**config.mk**
```make
export PLATFORM = sky130hd
export DESIGN_NAME = spi_reg_ctrl
export DESIGN_NICKNAME = d
export VERILOG_FILES = /design/src/rtl/spi_reg_pkg.sv /design/src/rtl/spi_reg_ctrl.sv
export SDC_FILE = /design/constraint.sdc
export NUM_CORES = 1
export LEC_CHECK = 0
export CAP_MARGIN = 20
export CORE_ASPECT_RATIO = 0.75
export CORE_UTILIZATION = 46
export CTS_CLUSTER_DIAMETER = 100
export CTS_CLUSTER_SIZE = 12
export DETAILED_ROUTE_END_ITERATION = 10
export PLACE_DENSITY = 0.84
export SLEW_MARGIN = 20
export SYNTH_ARGS = -nofsm -noshare
export SYNTH_HDL_FRONTEND = slang
export SYNTH_SLANG_ARGS = --single-unit
```
**constraint.sdc**
```tcl
create_clock -name clk_i -period 1.7 [get_ports clk_i]
set_input_delay 0.34 -clock clk_i [delete_from_list [all_inputs] [get_ports clk_i]]
set_output_delay 0.34 -clock clk_i [all_outputs]
set_load 0.02 [all_outputs]
```
**src/rtl/spi_reg_pkg.sv**
```systemverilog
// Shared constants and state encoding for the SPI-to-register-bank bridge.
package spi_reg_pkg;

   localparam int unsigned ADDR_W       = 7;
   localparam int unsigned DATA_W       = 8;
   localparam int unsigned CNT_W        = 8;
   localparam int unsigned CMD_READ_BIT = 7;

   localparam int unsigned       TIMEOUT_DEF  = 16;
   localparam logic [DATA_W-1:0] ERR_BYTE_DEF = 8'hEE;

   localparam logic [2:0] ST_IDLE   = 3'd0;
   localparam logic [2:0] ST_CMD    = 3'd1;
   localparam logic [2:0] ST_WDATA  = 3'd2;
   localparam logic [2:0] ST_RFETCH = 3'd3;
   localparam logic [2:0] ST_RREADY = 3'd4;

   typedef enum logic [2:0] {
      S_IDLE   = ST_IDLE,
      S_CMD    = ST_CMD,
      S_WDATA  = ST_WDATA,
      S_RFETCH = ST_RFETCH,
      S_RREADY = ST_RREADY
   } state_e;

endpackage

```
**src/rtl/spi_reg_ctrl.sv**
```systemverilog
// Decodes SPI byte stream into register-bank writes and read fetches.
// First byte is the command (bit 7 = read, bits 6:0 = start address); address auto-increments.
module spi_reg_ctrl
   import spi_reg_pkg::*;
#(
   parameter int unsigned       TIMEOUT  = TIMEOUT_DEF,
   parameter logic [DATA_W-1:0] ERR_BYTE = ERR_BYTE_DEF
) (
   input  logic              clk_i,
   input  logic              rst_i,
   input  logic              msg_start_i,
   input  logic              msg_end_i,
   input  logic              rx_valid_i,
   input  logic [DATA_W-1:0] rx_data_i,
   output logic [DATA_W-1:0] tx_data_o,
   output logic [ADDR_W-1:0] reg_addr_o,
   output logic [DATA_W-1:0] reg_wdata_o,
   output logic              reg_we_o,
   output logic              reg_re_o,
   input  logic              reg_ack_i,
   input  logic [DATA_W-1:0] reg_rdata_i,
   output logic              err_o
);

   state_e              state_q, state_d;
   logic [DATA_W-1:0]   tx_q, tx_d;
   logic [ADDR_W-1:0]   addr_q, addr_d;
   logic [DATA_W-1:0]   wdata_q, wdata_d;
   logic                we_q, we_d;
   logic                re_q, re_d;
   logic                err_q, err_d;
   logic [CNT_W-1:0]    cnt_q, cnt_d;

   always_ff @(posedge clk_i or posedge rst_i) begin
      if (rst_i) begin
         state_q <= S_IDLE;
         tx_q    <= '0;
         addr_q  <= '0;
         wdata_q <= '0;
         we_q    <= 1'b0;
         re_q    <= 1'b0;
         err_q   <= 1'b0;
         cnt_q   <= '0;
      end else begin
         state_q <= state_d;
         tx_q    <= tx_d;
         addr_q  <= addr_d;
         wdata_q <= wdata_d;
         we_q    <= we_d;
         re_q    <= re_d;
         err_q   <= err_d;
         cnt_q   <= cnt_d;
      end
   end

   always_comb begin
      state_d = state_q;
      tx_d    = tx_q;
      addr_d  = addr_q;
      wdata_d = wdata_q;
      we_d    = 1'b0;
      re_d    = re_q;
      err_d   = err_q;
      cnt_d   = cnt_q;

      // Post-increment after every write strobe, independent of the current state.
      if (we_q) begin
         addr_d = addr_q + ADDR_W'(1);
      end

      case (state_q)
         S_IDLE: begin
            if (msg_start_i) begin
               state_d = S_CMD;
            end
         end
         S_CMD: begin
            if (rx_valid_i) begin
               addr_d = rx_data_i[ADDR_W-1:0];
               if (rx_data_i[CMD_READ_BIT]) begin
                  state_d = S_RFETCH;
                  re_d    = 1'b1;
                  cnt_d   = CNT_W'(TIMEOUT - 1);
               end else begin
                  state_d = S_WDATA;
               end
            end
         end
         S_WDATA: begin
            if (rx_valid_i) begin
               we_d    = 1'b1;
               wdata_d = rx_data_i;
            end
         end
         S_RFETCH: begin
            if (rx_valid_i) begin
               err_d = 1'b1;
            end
            // Ack wins over a timeout expiring in the same cycle.
            if (reg_ack_i) begin
               tx_d    = reg_rdata_i;
               re_d    = 1'b0;
               addr_d  = addr_q + ADDR_W'(1);
               cnt_d   = '0;
               state_d = S_RREADY;
            end else if (cnt_q == '0) begin
               tx_d    = ERR_BYTE;
               err_d   = 1'b1;
               re_d    = 1'b0;
               addr_d  = addr_q + ADDR_W'(1);
               state_d = S_RREADY;
            end else begin
               cnt_d = cnt_q - CNT_W'(1);
            end
         end
         S_RREADY: begin
            if (rx_valid_i) begin
               state_d = S_RFETCH;
               re_d    = 1'b1;
               cnt_d   = CNT_W'(TIMEOUT - 1);
            end
         end
         default: begin
            state_d = S_IDLE;
         end
      endcase

      // Message boundary overrides the byte path; a mid-message start acts as end+start.
      if (msg_end_i || (msg_start_i && (state_q != S_IDLE))) begin
         state_d = msg_end_i ? S_IDLE : S_CMD;
         re_d    = 1'b0;
         tx_d    = '0;
         cnt_d   = '0;
      end
   end

   assign tx_data_o   = tx_q;
   assign reg_addr_o  = addr_q;
   assign reg_wdata_o = wdata_q;
   assign reg_we_o    = we_q;
   assign reg_re_o    = re_q;
   assign err_o       = err_q;

endmodule

```
==> report_table.html <==
<table>
<tr><th>Metric</th><th>Value</th></tr>
<tr><th colspan="2">Run status</th></tr>
<tr><td>Outcome</td><td>finished, violations left</td></tr>
<tr><td>Violations in the final reports</td><td>setup timing</td></tr>
<tr><th colspan="2">Finish</th></tr>
<tr><td>Ant diodes</td><td>0</td></tr>
<tr><td>Fill cells</td><td>312</td></tr>
<tr><td>Commonest non-fill, non-tap cells in the layout</td><td>buf_4, clkdlybuf4s50_1, dfrtp_1, nor2_1, nand2_1</td></tr>
<tr><td>Filler-free cell count of the finished design</td><td>381</td></tr>
<tr><td>Net count, final</td><td>347</td></tr>
<tr><td>Combined area of the multi-input logic cells</td><td>0.00135 mm^2</td></tr>
<tr><td>Register Area</td><td>931 um^2</td></tr>
<tr><td>Commonest non-fill, non-tap cell in the layout</td><td>buf_4</td></tr>
<tr><td>Area Growth Syn to Fin</td><td>47.8%</td></tr>
<tr><td>Proportion of layout cells with a drive suffix above 1</td><td>32.4%</td></tr>
<tr><th colspan="2">Yosys</th></tr>
<tr><td>Ys async rst share</td><td>100%</td></tr>
<tr><td>Commonest register cell after synthesis</td><td>dfrtp_1</td></tr>
<tr><td>Count of cell types in the netlist</td><td>58</td></tr>
<tr><td>Count of mapped cells out of synthesis</td><td>234</td></tr>
<tr><td>Number of flops mapped to enable cells by yosys</td><td>0</td></tr>
<tr><td>Netlist area before placement</td><td>0.00225 mm^2</td></tr>
<tr><td>Synthesized net count</td><td>258</td></tr>
<tr><td>Mean instance size in the synthesized netlist</td><td>9.62 um^2</td></tr>
<tr><td>Portion of the post-synthesis area used by sequential elements</td><td>41.1%</td></tr>
<tr><td>Synthesis warning total</td><td>0</td></tr>
<tr><td>Total of flip-flops plus latches after synthesis</td><td>37</td></tr>
<tr><th colspan="2">Die</th></tr>
<tr><td>Standard cell core area</td><td>0.00457 mm^2</td></tr>
<tr><td>Starting Density</td><td>49.3%</td></tr>
<tr><td>Top-Level Pins</td><td>48</td></tr>
<tr><td>Number of cell rows</td><td>21</td></tr>
<tr><td>Vertical extent of the die</td><td>62.6 um</td></tr>
<tr><td>Area of the die</td><td>0.00518 mm^2</td></tr>
<tr><td>Die Width</td><td>82.8 um</td></tr>
<tr><th colspan="2">Critical path</th></tr>
<tr><td>Levels on crit path</td><td>5</td></tr>
<tr><td>Worst r2r path cells</td><td>5</td></tr>
<tr><td>Crit-path max cell delay</td><td>0.54 ns</td></tr>
<tr><td>Maximum fanout count along the critical path</td><td>7</td></tr>
<tr><td>Crit path buffers/inverters</td><td>0</td></tr>
<tr><td>R2r startpoint</td><td>state_q[1]</td></tr>
<tr><td>Endpoint of the worst register-to-register path</td><td>cnt_q[0]</td></tr>
<tr><td>Worst-path cell with the longest stage delay</td><td>or4_4</td></tr>
<tr><td>Element type at the critical path end</td><td>flop</td></tr>
<tr><td>Setup slack of the worst register-to-register path</td><td>-0.07 ns</td></tr>
<tr><td>Data required time of the critical path</td><td>1.93 ns</td></tr>
<tr><td>Critical path type</td><td>reg -&gt; reg</td></tr>
<tr><td>Cells traversed along the worst timing path</td><td>or4_4 &gt; a21oi_4 &gt; a21o_1 &gt; nand2b_4 &gt; mux2i_1</td></tr>
<tr><td>Cell family with most CP delay</td><td>simple AND/OR/NAND/NOR gates</td></tr>
<tr><td>Launching element type of the critical path</td><td>flop</td></tr>
<tr><td>Capture point of the critical path</td><td>cnt_q[0]</td></tr>
<tr><td>Data arrival at the endpoint of the critical path</td><td>2.00 ns</td></tr>
<tr><td>CP Launch Point</td><td>state_q[1]</td></tr>
<tr><th colspan="2">Global routing</th></tr>
<tr><td>Pin count of the biggest net entering global routing</td><td>30</td></tr>
<tr><td>Initial antenna violation count</td><td>0</td></tr>
<tr><td>Wire length of the first global-routing pass</td><td>10.6 mm</td></tr>
<tr><td>Sum of overflow across all layers after global routing</td><td>0</td></tr>
<tr><td>Vias in the first global route</td><td>2185</td></tr>
<tr><td>Global router's overall resource usage</td><td>27.5%</td></tr>
<tr><th colspan="2">Flow run</th></tr>
<tr><td>Maximum Capacitance Violations</td><td>0</td></tr>
<tr><th colspan="2">Route</th></tr>
<tr><td>Post-detailed-route DRC marker count</td><td>0</td></tr>
<tr><td>Routed vias</td><td>2260</td></tr>
<tr><td>Router iterations before antenna repair</td><td>4</td></tr>
<tr><td>Initial DRC count</td><td>162</td></tr>
<tr><td>Average via count per standard cell</td><td>5.93</td></tr>
<tr><td>Routed wire length</td><td>6.68 mm</td></tr>
<tr><td>Remaining antenna violation count</td><td>0</td></tr>
<tr><td>Per-cell routed wire length</td><td>17.5 um</td></tr>
<tr><th colspan="2">Place</th></tr>
<tr><td>Post-DP HPWL</td><td>4.66 mm</td></tr>
<tr><td>Placed Cells</td><td>370</td></tr>
<tr><td>Routability cong.</td><td>0.884</td></tr>
<tr><td>Number of buffer cells added on primary ports</td><td>47</td></tr>
<tr><td>Worst setup slack after placement</td><td>-0.373 ns</td></tr>
<tr><th colspan="2">Clock tree</th></tr>
<tr><td>Sinks on Clock Net</td><td>37</td></tr>
<tr><td>Root buffer cell</td><td>clkbuf_8</td></tr>
<tr><td>Number of CTS-inserted buffers</td><td>5</td></tr>
<tr><td>Worst-skew pair later-pin latency</td><td>0.31 ns</td></tr>
<tr><td>Clock-pin slew reported for the worst setup and hold paths after clock tree synthesis</td><td>0.08 ns</td></tr>
<tr><td>CTS tree</td><td>yes</td></tr>
<tr><td>Maximum number of buffers from clock root to sink</td><td>2</td></tr>
<tr><td>H-tree depth reported by CTS</td><td>2</td></tr>
<tr><th colspan="2">STA</th></tr>
<tr><td>Slew at the pin closest to its max-slew limit</td><td>0.407 ns</td></tr>
<tr><td>Setup_tns</td><td>-0.300 ns</td></tr>
<tr><td>Number of hold violations in the final report</td><td>0</td></tr>
<tr><td>Hold slack</td><td>0.315 ns</td></tr>
<tr><td>Achievable Freq</td><td>0.565 GHz</td></tr>
<tr><td>Final period utilization</td><td>104%</td></tr>
<tr><td>Crit path time final</td><td>1.77 ns</td></tr>
<tr><td>Fin. max-slew vios</td><td>0</td></tr>
<tr><td>Final setup violation count</td><td>7</td></tr>
<tr><td>Least setup slack across all paths after layout</td><td>-0.0709 ns</td></tr>
<tr><td>Worst relative slew slack</td><td>72.8%</td></tr>
<tr><td>Worst setup skew after layout</td><td>0.0111 ns</td></tr>
<tr><td>Setup repair after global routing missed its margin</td><td>true</td></tr>
<tr><th colspan="2">Hold path</th></tr>
<tr><td>Class of the tightest hold or removal check</td><td>in -&gt; async</td></tr>
<tr><th colspan="2">Power</th></tr>
<tr><td>Standby leakage power</td><td>1.44 nW</td></tr>
<tr><td>Maximum vdd ir drop</td><td>0.711 mV</td></tr>
<tr><td>PwrDens</td><td>916 mW/mm^2</td></tr>
</table>
==> cell usage after synthesis (3+ instances only) <==
cell type / instances / area (um^2)
dfrtp_1: 37 / 926
nor2_1: 21 / 78.8
a21oi_1: 14 / 70.1
nand2_1: 13 / 48.8
o21ai_0: 11 / 55.1
nor3_1: 9 / 45.0
inv_1: 8 / 30.0
mux2_2: 8 / 90.1
nand2b_1: 8 / 50.1
a22o_1: 6 / 52.6
clkbuf_1: 5 / 18.8
nand3_1: 5 / 25.0
o22ai_1: 5 / 31.3
buf_2: 4 / 20.0
nand4_1: 4 / 25.0
xnor2_1: 4 / 35.0
a21o_1: 3 / 22.5
a21oi_2: 3 / 26.3
and3_1: 3 / 18.8
buf_6: 3 / 33.8
mux2i_1: 3 / 30.0
nand3b_1: 3 / 22.5
o21a_1: 3 / 22.5
o21bai_1: 3 / 22.5
o31ai_1: 3 / 22.5
==> through the flow <==
stage          total power (W)  utilization [%]  area, um^2
3_5_place_dp           0.00229             66.9        3060
6_report               0.00305             72.8        3330
3_3_place_gp           0.00224             66.9        3060
4_1_cts                0.00299             71.1        3250
2_1_floorplan          0.00174                -        2260
5_1_grt                0.00320             72.8        3330
==> tightest hold or removal path, delay by kind of cell <==
kind / cells / cell delay (ns)
buf+inv: 3 / 0.64
==> timing repair <==
item | CTS | global route
hold buffers | 0 | 0
endpoints found under the setup margin | 28 | 33
cloned | 0 | 0
setup buffers | 3 | 1
gates resized for setup | 24 | 21
pin swaps | 13 | 12
==> final cells by class <==
class                   count  share of cell area, %
inverters                   8                  0.902
flip-flops and latches     37                   28.0
clock buffers               6                   2.48
multi-input cells         175                   40.5
repair buffers             96                   25.6
clock inverters             2                  0.414
well taps                  57                   2.14
==> power breakdown <==
group / switching (W) / internal, W / leakage [nW] / total [W]
registers: 0.000122 / 0.00102 / 0.470 / 0.00114
clock network: 0.000359 / 0.000329 / 0.0512 / 0.000688
logic: 0.000604 / 0.000611 / 0.918 / 0.00122
total: 0.00109 / 0.00196 / 1.44 / 0.00305
==> how the worst min path moves through the flow <==
stage                           to  slack, ns  cells past startpoint
global placement             err_o       0.47                      1
global route        reg_wdata_o[5]       0.33                      3
CTS                 reg_wdata_o[5]       0.32                      3
floorplan            reg_addr_o[1]       0.48                      2
detailed placement           err_o       0.47                      1
finish              reg_wdata_o[5]       0.31                      3
==> cell families after synthesis <==
kind of cell / Yosys count / share of synthesized area [%]
buf+inv: 22 / 5.06
flops: 37 / 41.1
mux: 11 / 5.33
xor+xnor: 5 / 1.94
fa+ha+maj: 2 / 1.11
simple gates: 87 / 23.1
compound gates: 70 / 22.4
==> per-layer routing <==
metal	wire [um]	track usage, %
met5	0	0
met4	165	10.3
met3	516	8.76
met2	3110	39.0
met1	2890	38.6
==> sequential cells by signal, summed over array words and instances, names as in the netlist <==
name / count
cnt_q: 8
err_o: 1
reg_addr_o: 7
reg_re_o: 1
reg_wdata_o: 8
reg_we_o: 1
state_q: 3
tx_data_o: 8
Note: power is estimated with default switching activity, not from simulation.
